$ cat config.mk
export PLATFORM = sky130hd
export DESIGN_NAME = keypad_scan_debounce
export DESIGN_NICKNAME = d
export VERILOG_FILES = /design/src/rtl/keypad_scan_debounce.sv
export SDC_FILE = /design/constraint.sdc
export NUM_CORES = 1
export LEC_CHECK = 0
export CAP_MARGIN = 25
export CORE_MARGIN = 2
export CORE_UTILIZATION = 58
export CTS_BUF_LIST = sky130_fd_sc_hd__clkbuf_4
export CTS_CLUSTER_SIZE = 40
export DETAILED_ROUTE_END_ITERATION = 7
export PLACE_DENSITY = 0.93
export SLEW_MARGIN = 20
export SYNTH_ARGS = -nofsm -noshare
export SYNTH_HDL_FRONTEND = slang
export SYNTH_SLANG_ARGS = --single-unit
$ cat constraint.sdc
create_clock -name clk -period 2.7 [get_ports clk]
set_clock_uncertainty 0.15 [all_clocks]
set_input_delay 0.27 -clock clk [delete_from_list [all_inputs] [get_ports clk]]
set_output_delay 0.27 -clock clk [all_outputs]
set_load 0.05 [all_outputs]
$ cat src/rtl/keypad_scan_debounce.sv
// 4x4 matrix keypad scanner: drives one column low at a time, synchronizes and
// debounces the rows, and emits one key_valid pulse with a hex code per press.
module keypad_scan_debounce #(
    parameter int SETTLE_CYCLES   = 4,
    parameter int DEBOUNCE_CYCLES = 20
) (
    input  logic       clk,
    input  logic       reset,
    input  logic [3:0] row,
    output logic [3:0] col,
    output logic       key_valid,
    output logic [3:0] key_code
);
    localparam int CNT_MAX = (SETTLE_CYCLES > DEBOUNCE_CYCLES) ? SETTLE_CYCLES : DEBOUNCE_CYCLES;
    localparam int CNT_W   = $clog2(CNT_MAX + 1);
    localparam logic [CNT_W-1:0] SETTLE_LAST = CNT_W'(SETTLE_CYCLES - 1);
    localparam logic [CNT_W-1:0] DEB_LAST    = CNT_W'(DEBOUNCE_CYCLES - 1);
    localparam logic [CNT_W-1:0] CNT_ONE     = CNT_W'(1);

    typedef enum logic [1:0] {SCAN, DEBOUNCE, HELD, RELEASE} state_t;

    state_t           state_q, state_d;
    logic [CNT_W-1:0] cnt_q, cnt_d;
    logic [3:0]       row_meta_q, row_s_q;
    logic [3:0]       col_q, col_d;
    logic [1:0]       c_q, c_d;
    logic [1:0]       r_q, r_d;
    logic             key_valid_q, key_valid_d;
    logic [3:0]       key_code_q, key_code_d;

    logic             one_low;
    logic [1:0]       low_idx;
    logic             only_r_low;
    logic             advance;

    function automatic logic [3:0] key_map(input logic [1:0] r, input logic [1:0] c);
        case ({r, c})
            4'h0: key_map = 4'h1;  4'h1: key_map = 4'h2;  4'h2: key_map = 4'h3;  4'h3: key_map = 4'hA;
            4'h4: key_map = 4'h4;  4'h5: key_map = 4'h5;  4'h6: key_map = 4'h6;  4'h7: key_map = 4'hB;
            4'h8: key_map = 4'h7;  4'h9: key_map = 4'h8;  4'hA: key_map = 4'h9;  4'hB: key_map = 4'hC;
            4'hC: key_map = 4'hE;  4'hD: key_map = 4'h0;  4'hE: key_map = 4'hF;  default: key_map = 4'hD;
        endcase
    endfunction

    // Exactly one row low is the only pattern treated as a valid single key.
    always_comb begin
        one_low = 1'b0;
        low_idx = 2'd0;
        case (row_s_q)
            4'b1110: begin one_low = 1'b1; low_idx = 2'd0; end
            4'b1101: begin one_low = 1'b1; low_idx = 2'd1; end
            4'b1011: begin one_low = 1'b1; low_idx = 2'd2; end
            4'b0111: begin one_low = 1'b1; low_idx = 2'd3; end
            default: ;
        endcase
    end

    assign only_r_low = (row_s_q == ~(4'b0001 << r_q));

    always_comb begin
        state_d     = state_q;
        cnt_d       = cnt_q;
        col_d       = col_q;
        c_d         = c_q;
        r_d         = r_q;
        key_valid_d = 1'b0;
        key_code_d  = key_code_q;
        advance     = 1'b0;
        case (state_q)
            SCAN: begin
                if (cnt_q == SETTLE_LAST) begin
                    cnt_d = '0;
                    if (one_low) begin
                        r_d     = low_idx;
                        state_d = DEBOUNCE;
                    end else begin
                        advance = 1'b1;
                    end
                end else begin
                    cnt_d = cnt_q + CNT_ONE;
                end
            end
            DEBOUNCE: begin
                if (!only_r_low) begin
                    cnt_d   = '0;
                    state_d = SCAN;
                    advance = 1'b1;
                end else if (cnt_q == DEB_LAST) begin
                    cnt_d       = '0;
                    state_d     = HELD;
                    key_valid_d = 1'b1;
                    key_code_d  = key_map(r_q, c_q);
                end else begin
                    cnt_d = cnt_q + CNT_ONE;
                end
            end
            HELD: begin
                if (row_s_q[r_q]) begin
                    cnt_d   = '0;
                    state_d = RELEASE;
                end
            end
            default: begin
                if (!row_s_q[r_q]) begin
                    cnt_d   = '0;
                    state_d = HELD;
                end else if (cnt_q == DEB_LAST) begin
                    cnt_d   = '0;
                    state_d = SCAN;
                    advance = 1'b1;
                end else begin
                    cnt_d = cnt_q + CNT_ONE;
                end
            end
        endcase
        // Column drive is a rotating one-hot-low register, so it can never glitch.
        if (advance) begin
            col_d = {col_q[2:0], col_q[3]};
            c_d   = c_q + 2'd1;
        end
    end

    always_ff @(posedge clk or negedge reset) begin
        if (!reset) begin
            row_meta_q  <= 4'b1111;
            row_s_q     <= 4'b1111;
            state_q     <= SCAN;
            cnt_q       <= '0;
            col_q       <= 4'b1110;
            c_q         <= 2'd0;
            r_q         <= 2'd0;
            key_valid_q <= 1'b0;
            key_code_q  <= 4'h0;
        end else begin
            row_meta_q  <= row;
            row_s_q     <= row_meta_q;
            state_q     <= state_d;
            cnt_q       <= cnt_d;
            col_q       <= col_d;
            c_q         <= c_d;
            r_q         <= r_d;
            key_valid_q <= key_valid_d;
            key_code_q  <= key_code_d;
        end
    end

    assign col       = col_q;
    assign key_valid = key_valid_q;
    assign key_code  = key_code_q;
endmodule

==> flow_metrics.tcl, run 1 <==
set metrics [dict create \
    die_x_um 55.60 \
    fin_crit_ps 2404 \
    setup_violations 0 \
    crit_fanout 11 \
    cts_tree "done" \
    relSlewSlack_pct 66.19 \
    stdcell_area_mm2 0.001734 \
    cts-root-buf "clkbuf_4" \
    end_kind "flop" \
    via_per_inst 5.792 \
    p_comb_share_pct 40.4 \
    clockBufferDepth 2 \
    required_ps 2810 \
    slowest_delay_ps 650 \
    placed_area_mm2 0.001708 \
    slew_viol_final 0 \
    crit_arrival_ps 2520 \
    drive_gt1_share_pct 14.81 \
    synth_top_area_cell "dfrtp_1" \
    wirelength_um 2718 \
    core_mm2 0.002500 \
    dieHeight_um 55.60 \
    switchingPower_w 0.0004336 \
    drt_iter0_drc 27 \
    overflow 0 \
    ff2ff_path_depth 6 \
    reg2reg_slack_ps 300 \
    p_per_area_mw_per_mm2 683.7 \
    synth_nets 165 \
    synth-seq-cells 28 \
    ys_top_cells_by_area "dfrtp_1, dfstp_2, ha_1" \
    p_int_w 0.0007520 \
    antenna_cells 0 \
    rsz0062_at_grt "no" \
    r2r_start "row_s_q[1]" \
    synth.top_cell.area_share_pct 27.55 \
    area_growth_pct 12.32 \
    finalSetupTns_ps 0 \
    vdd.ir_drop.worst_mv 0.4872 \
    layout.nets 179 \
    place_hpwl_um 2091 \
    switching_share_pct 36.57 \
    ys_async_sr_fraction_pct 100.0 \
    rr_endpoint "cnt_q[0]" \
    synth-warning-count 0 \
    path_cells "or3b_1, a211oi_2, o21ai_1, o31a_1, nor2_1, mux2_2" \
    numCtsBuffers 3 \
    start_kind "flop" \
    hold_viol_final 0 \
    cts.sinks 28 \
    avgSynthCellArea_um2 10.36 \
    gp_congestion 0.8975 \
    initial_core_util_pct 61.76 \
    grt_pass1_vias 1116 \
    antenna_found_initial 0 \
    yosys_most_used_dff "dfrtp_1" \
    hold_path.class "input pin to asynchronous set/reset pin" \
    syn_inst 149 \
    slowest_stage "dfstp_2" \
    post-route-util_pct 69.37 \
    clock_power_share_pct 14.0 \
    cts_resized 0 \
    htreeDepth 1 \
    post-cts-setup-buffer-count 0 \
    ys_seq_area_share_pct 46.27 \
    antenna_left 0 \
    outcome "finished, final reports clean" \
    grt_pass1_wl_um 4988 \
    yosys.cell_types.count 40 \
    p_seq_share_pct 45.6 \
    clock_latency_ps 310 \
    rows 18 \
    worst_pin_slew_ps 505.5 \
    wire_per_inst_um 14.16 \
    groute.usage.overall_pct 20.18 \
    min_period_over_period_pct 89.05 \
    drcViolationCount 0 \
    grt_max_degree 21 \
    pin_count 15 \
    drt_first_pass_iters 4 \
    place.port_buffers 14 \
    fmax_ghz 0.4159 \
    syn-cell-area_mm2 0.001544 \
    cts.clk_slew.worst_paths_ps 140 \
    max-cap-violations 0 \
    num_vias 1112 \
    synth_edf_count 0 \
    power.leakage_nw 0.7533 \
    dieArea_mm2 0.003091 \
    crit_type "flop to flop" \
    holdBufCountCts 0 \
]
Yosys cell counts, types with 2 or more instances:
master and count:
nor2_1 8, nor2b_1 4, o21ai_0 11, buf_2 5
a22o_1 3, nand2_1 15, nand3b_1 2, mux2i_1 4
mux2_1 5, a21oi_1 11, and3_1 2, inv_1 6
o21ai_1 2, clkbuf_1 2, ha_1 10, and2_1 2
xnor2_1 2, mux2_2 2, nand3_1 2, nor3b_1 4
or3b_1 2, dfstp_2 11, dfrtp_1 17
how the worst max path moves through the flow:
stage	from	to	slack, ps	cells past startpoint
finish	row_s_q[1]	cnt_q[0]	300	6
global route	cnt_q[0]	c_q[1]	110	6
CTS	row_s_q[1]	cnt_q[0]	300	6
detailed placement	row_s_q[1]	cnt_q[0]	330	6
global placement	row_s_q[1]	col[0]	440	6
floorplan	row_s_q[3]	col[0]	490	7
cell usage in the layout (no fill, tap or decap), types with 3 or more instances in the layout:
master,count
nor3b_1,4
mux2_1,5
ha_1,10
a22o_1,3
nor2_1,8
clkbuf_4,3
mux2i_1,4
buf_4,3
nand2_1,15
dfstp_2,11
o21ai_0,11
clkdlybuf4s50_1,14
dfrtp_1,17
nor2b_1,4
a21oi_1,11
inv_1,6
layout make-up:
class / count / area, um^2
Inverter: 6 / 22.52
Fill cell: 168 / 765.7
Multi-Input combinational cell: 107 / 770.7
Clock inverter: 1 / 3.754
Timing Repair Buffer: 17 / 162.7
Sequential cell: 28 / 714.4
Tap cell: 30 / 37.54
Clock buffer: 3 / 22.52
power by group through the flow:
stage | clock (W) | sequential (W) | combinational (W)
2_1_floorplan | 0 | 0.000524 | 0.000384
3_3_place_gp | 0 | 0.000540 | 0.000444
3_5_place_dp | 0 | 0.000548 | 0.000479
4_1_cts | 0.000171 | 0.000540 | 0.000481
5_1_grt | 0.000194 | 0.000549 | 0.000547
6_report | 0.000166 | 0.000540 | 0.000479
cell families after synthesis:
family / share of synthesized area, %
adder cells (fa/ha/maj): 8.104
buffers and inverters: 3.808
flip-flops: 46.27
AND/OR/NAND/NOR: 15.56
AO/OA/AOI/OAI: 15.97
XOR/XNOR: 1.135
multiplexers: 9.157
critical path: cells and delay by family (launching register included):
| kind | cells | cell delay, ps |
|---|---|---|
| flip-flops | 1 | 650 |
| multiplexers | 1 | 220 |
| AND/OR/NAND/NOR | 2 | 660 |
| AO/OA/AOI/OAI | 3 | 680 |
flip-flops by register name (all words and copies together) (netlist names):
| name | count |
|---|---|
| state_q | 2 |
| col | 4 |
| key_valid | 1 |
| cnt_q | 5 |
| row_s_q | 4 |
| row_meta_q | 4 |
| r_q | 2 |
| c_q | 2 |
| key_code | 4 |
per-stage QoR:
stage          hold slack [ps]  setup slack (ps)  total power (W)  std cells
6_report                 61.89             295.7         0.001186        192
5_1_grt                  57.04             112.4         0.001290        192
4_1_cts                  60.03             302.5         0.001192        192
3_5_place_dp             196.8             331.9         0.001027        188
3_3_place_gp             196.6             442.6        0.0009842        188
2_1_floorplan           -175.6             488.7        0.0009082        149
routing by layer:
metal	wire, um	global-route usage, %
met1	1277	28.57
met2	1331	32.65
met3	90	2.791
met4	19	5.575
met5	0	0
Note: power is estimated with default switching activity, not from simulation.
==> run 2: changes to the inputs <==
- CORE_UTILIZATION: 58 -> 45
- CTS_BUF_LIST: sky130_fd_sc_hd__clkbuf_4 -> not set
- GPL_TIMING_DRIVEN: not set -> 1
- PLACE_DENSITY: 0.93 -> 0.77
==> run 2 against run 1 <==
Net effect:
- global-route usage down 5.7 points
- worst hold slack better by 74 ps
- critical path depth unchanged
- total power up 4.7%
- largest cell class unchanged
- worst setup slack better by 19 ps
- sequential cell count unchanged
- critical endpoint is now col[0]
- register-to-register slack better by 20 ps
- die area up 27%
- cell area up 2.4%
- clock-buffer cell count up 1
- sequential share of layout area down 0.96 points
==> flow_metrics.tcl, run 2 (synthesis results as in run 1) <==
set metrics [dict create \
    path_cells "ha_1, nor4b_1, and2_1, a221oi_2, a21oi_2, mux2_1" \
    drive_gt1_share_pct 15.43 \
    holdBufCountCts 0 \
    reg2reg_slack_ps 310 \
    grt_pass1_wl_um 4623 \
    place.port_buffers 14 \
    cts_tree "done" \
    overflow 0 \
    worst_pin_slew_ps 522.1 \
    rows 21 \
    groute.usage.overall_pct 14.45 \
    post-cts-setup-buffer-count 0 \
    drt_iter0_drc 81 \
    layout.nets 179 \
    antenna_cells 0 \
    end_kind "flop" \
    dieHeight_um 62.58 \
    drcViolationCount 0 \
    cts_resized 0 \
    setup_violations 0 \
    max-cap-violations 0 \
    final_cell_mix "dfrtp_1, nand2_1, clkdlybuf4s50_1" \
    relSlewSlack_pct 64.70 \
    core_mm2 0.003311 \
    switching_share_pct 34.56 \
    antenna_left 0 \
    initial_core_util_pct 46.64 \
    crit_fanout 6 \
    outcome "finished, final reports clean" \
    power.leakage_nw 0.7640 \
    ff2ff_path_depth 6 \
    p_int_w 0.0008121 \
    cts.sinks 28 \
    place_hpwl_um 1967 \
    wirelength_um 2657 \
    die_x_um 62.58 \
    via_per_inst 5.495 \
    p_per_area_mw_per_mm2 699.0 \
    p_comb_share_pct 37.7 \
    min_period_over_period_pct 88.34 \
    area_growth_pct 14.99 \
    start_kind "flop" \
    num_vias 1143 \
    fmax_ghz 0.4193 \
    crit_type "flop to flop" \
    hold_path.class "input pin to asynchronous set/reset pin" \
    rsz0062_at_grt "no" \
    hold_viol_final 0 \
    clock_latency_ps 330 \
    drt_first_pass_iters 4 \
    numCtsBuffers 3 \
    fill_cells 324 \
    pin_count 15 \
    wire_per_inst_um 12.77 \
    vdd.ir_drop.worst_mv 0.2902 \
    rr_endpoint "col[0]" \
    cts.clk_slew.worst_paths_ps 150 \
    r2r_start "cnt_q[0]" \
    slowest_stage "nor4b_1" \
    clockBufferDepth 2 \
    p_seq_share_pct 43.3 \
    finalSetupTns_ps 0 \
    htreeDepth 1 \
    slowest_delay_ps 460 \
    dieArea_mm2 0.003916 \
    clock_power_share_pct 19.0 \
    fin_crit_ps 2385 \
    grt_max_degree 29 \
    final_common_cell "dfrtp_1" \
    gp_congestion 0.9714 \
    antenna_found_initial 0 \
    slew_viol_final 0 \
    top_register "cnt_q" \
    required_ps 2780 \
    cts-root-buf "clkbuf_4" \
    grt_pass1_vias 1028 \
    largest_register_ff_count 5 \
    switchingPower_w 0.0004290 \
    total_power_w 0.001241 \
    crit_arrival_ps 2460 \
]
## run 2: through the flow
stage	setup WS, ps	std cells	util (%)	area [um^2]	hold WS [ps]
final	314.9	208	53.63	1775	135.5
after global routing	98.55	208	53.63	1775	153.5
after detailed placement	374.0	204	52.19	1728	199.6
after CTS	276.8	208	53.63	1775	145.9
after global placement	433.6	204	52.19	1728	195.6
after floorplan	488.7	149	-	1544	-175.6
## run 2: power groups by stage
stage               combinational, W  clock [W]  sequential (W)
floorplan                   0.000384          0        0.000524
global placement            0.000448          0        0.000540
detailed placement          0.000468          0        0.000545
CTS                         0.000471   0.000245        0.000538
global route                0.000534   0.000260        0.000549
finish                      0.000468   0.000235        0.000538
## run 2: how the worst max path moves through the flow
stage                          start      to  slack (ps)  cells past startpoint
after floorplan           row_s_q[3]  col[0]         490                      7
after global placement    row_s_q[1]  col[0]         430                      6
after detailed placement    cnt_q[0]  col[0]         370                      6
after CTS                   cnt_q[0]  col[0]         280                      6
after global routing        cnt_q[0]  col[0]         100                      6
final                       cnt_q[0]  col[0]         310                      6
## run 2: area by class of cell
class	count	area [um^2]	area share [%]
sequential	28	714.4	40.24
multi-input combinational	107	770.7	43.41
inverter	6	22.52	1.269
tap	46	57.56	3.242
timing repair buffer	17	162.7	9.161
clock buffer	4	47.55	2.678
## run 2: layer usage
layer  vias to the layer above  global-route usage (%)  wire length [um]
met5                         -                       0                 0
met1                       561                   18.79              1212
met2                        29                   24.19              1307
li1                        549                       -                 -
met4                         0                   3.889                38
met3                         4                   3.423               100
## run 2: worst max-delay path, delay by kind of cell, from the launching register on
kind	cells	cell delay, ps
DFF	1	400
AOI/OAI and AO/OA	2	390
adders and majority gates	1	220
and+or+nand+nor	2	760
muxes	1	360
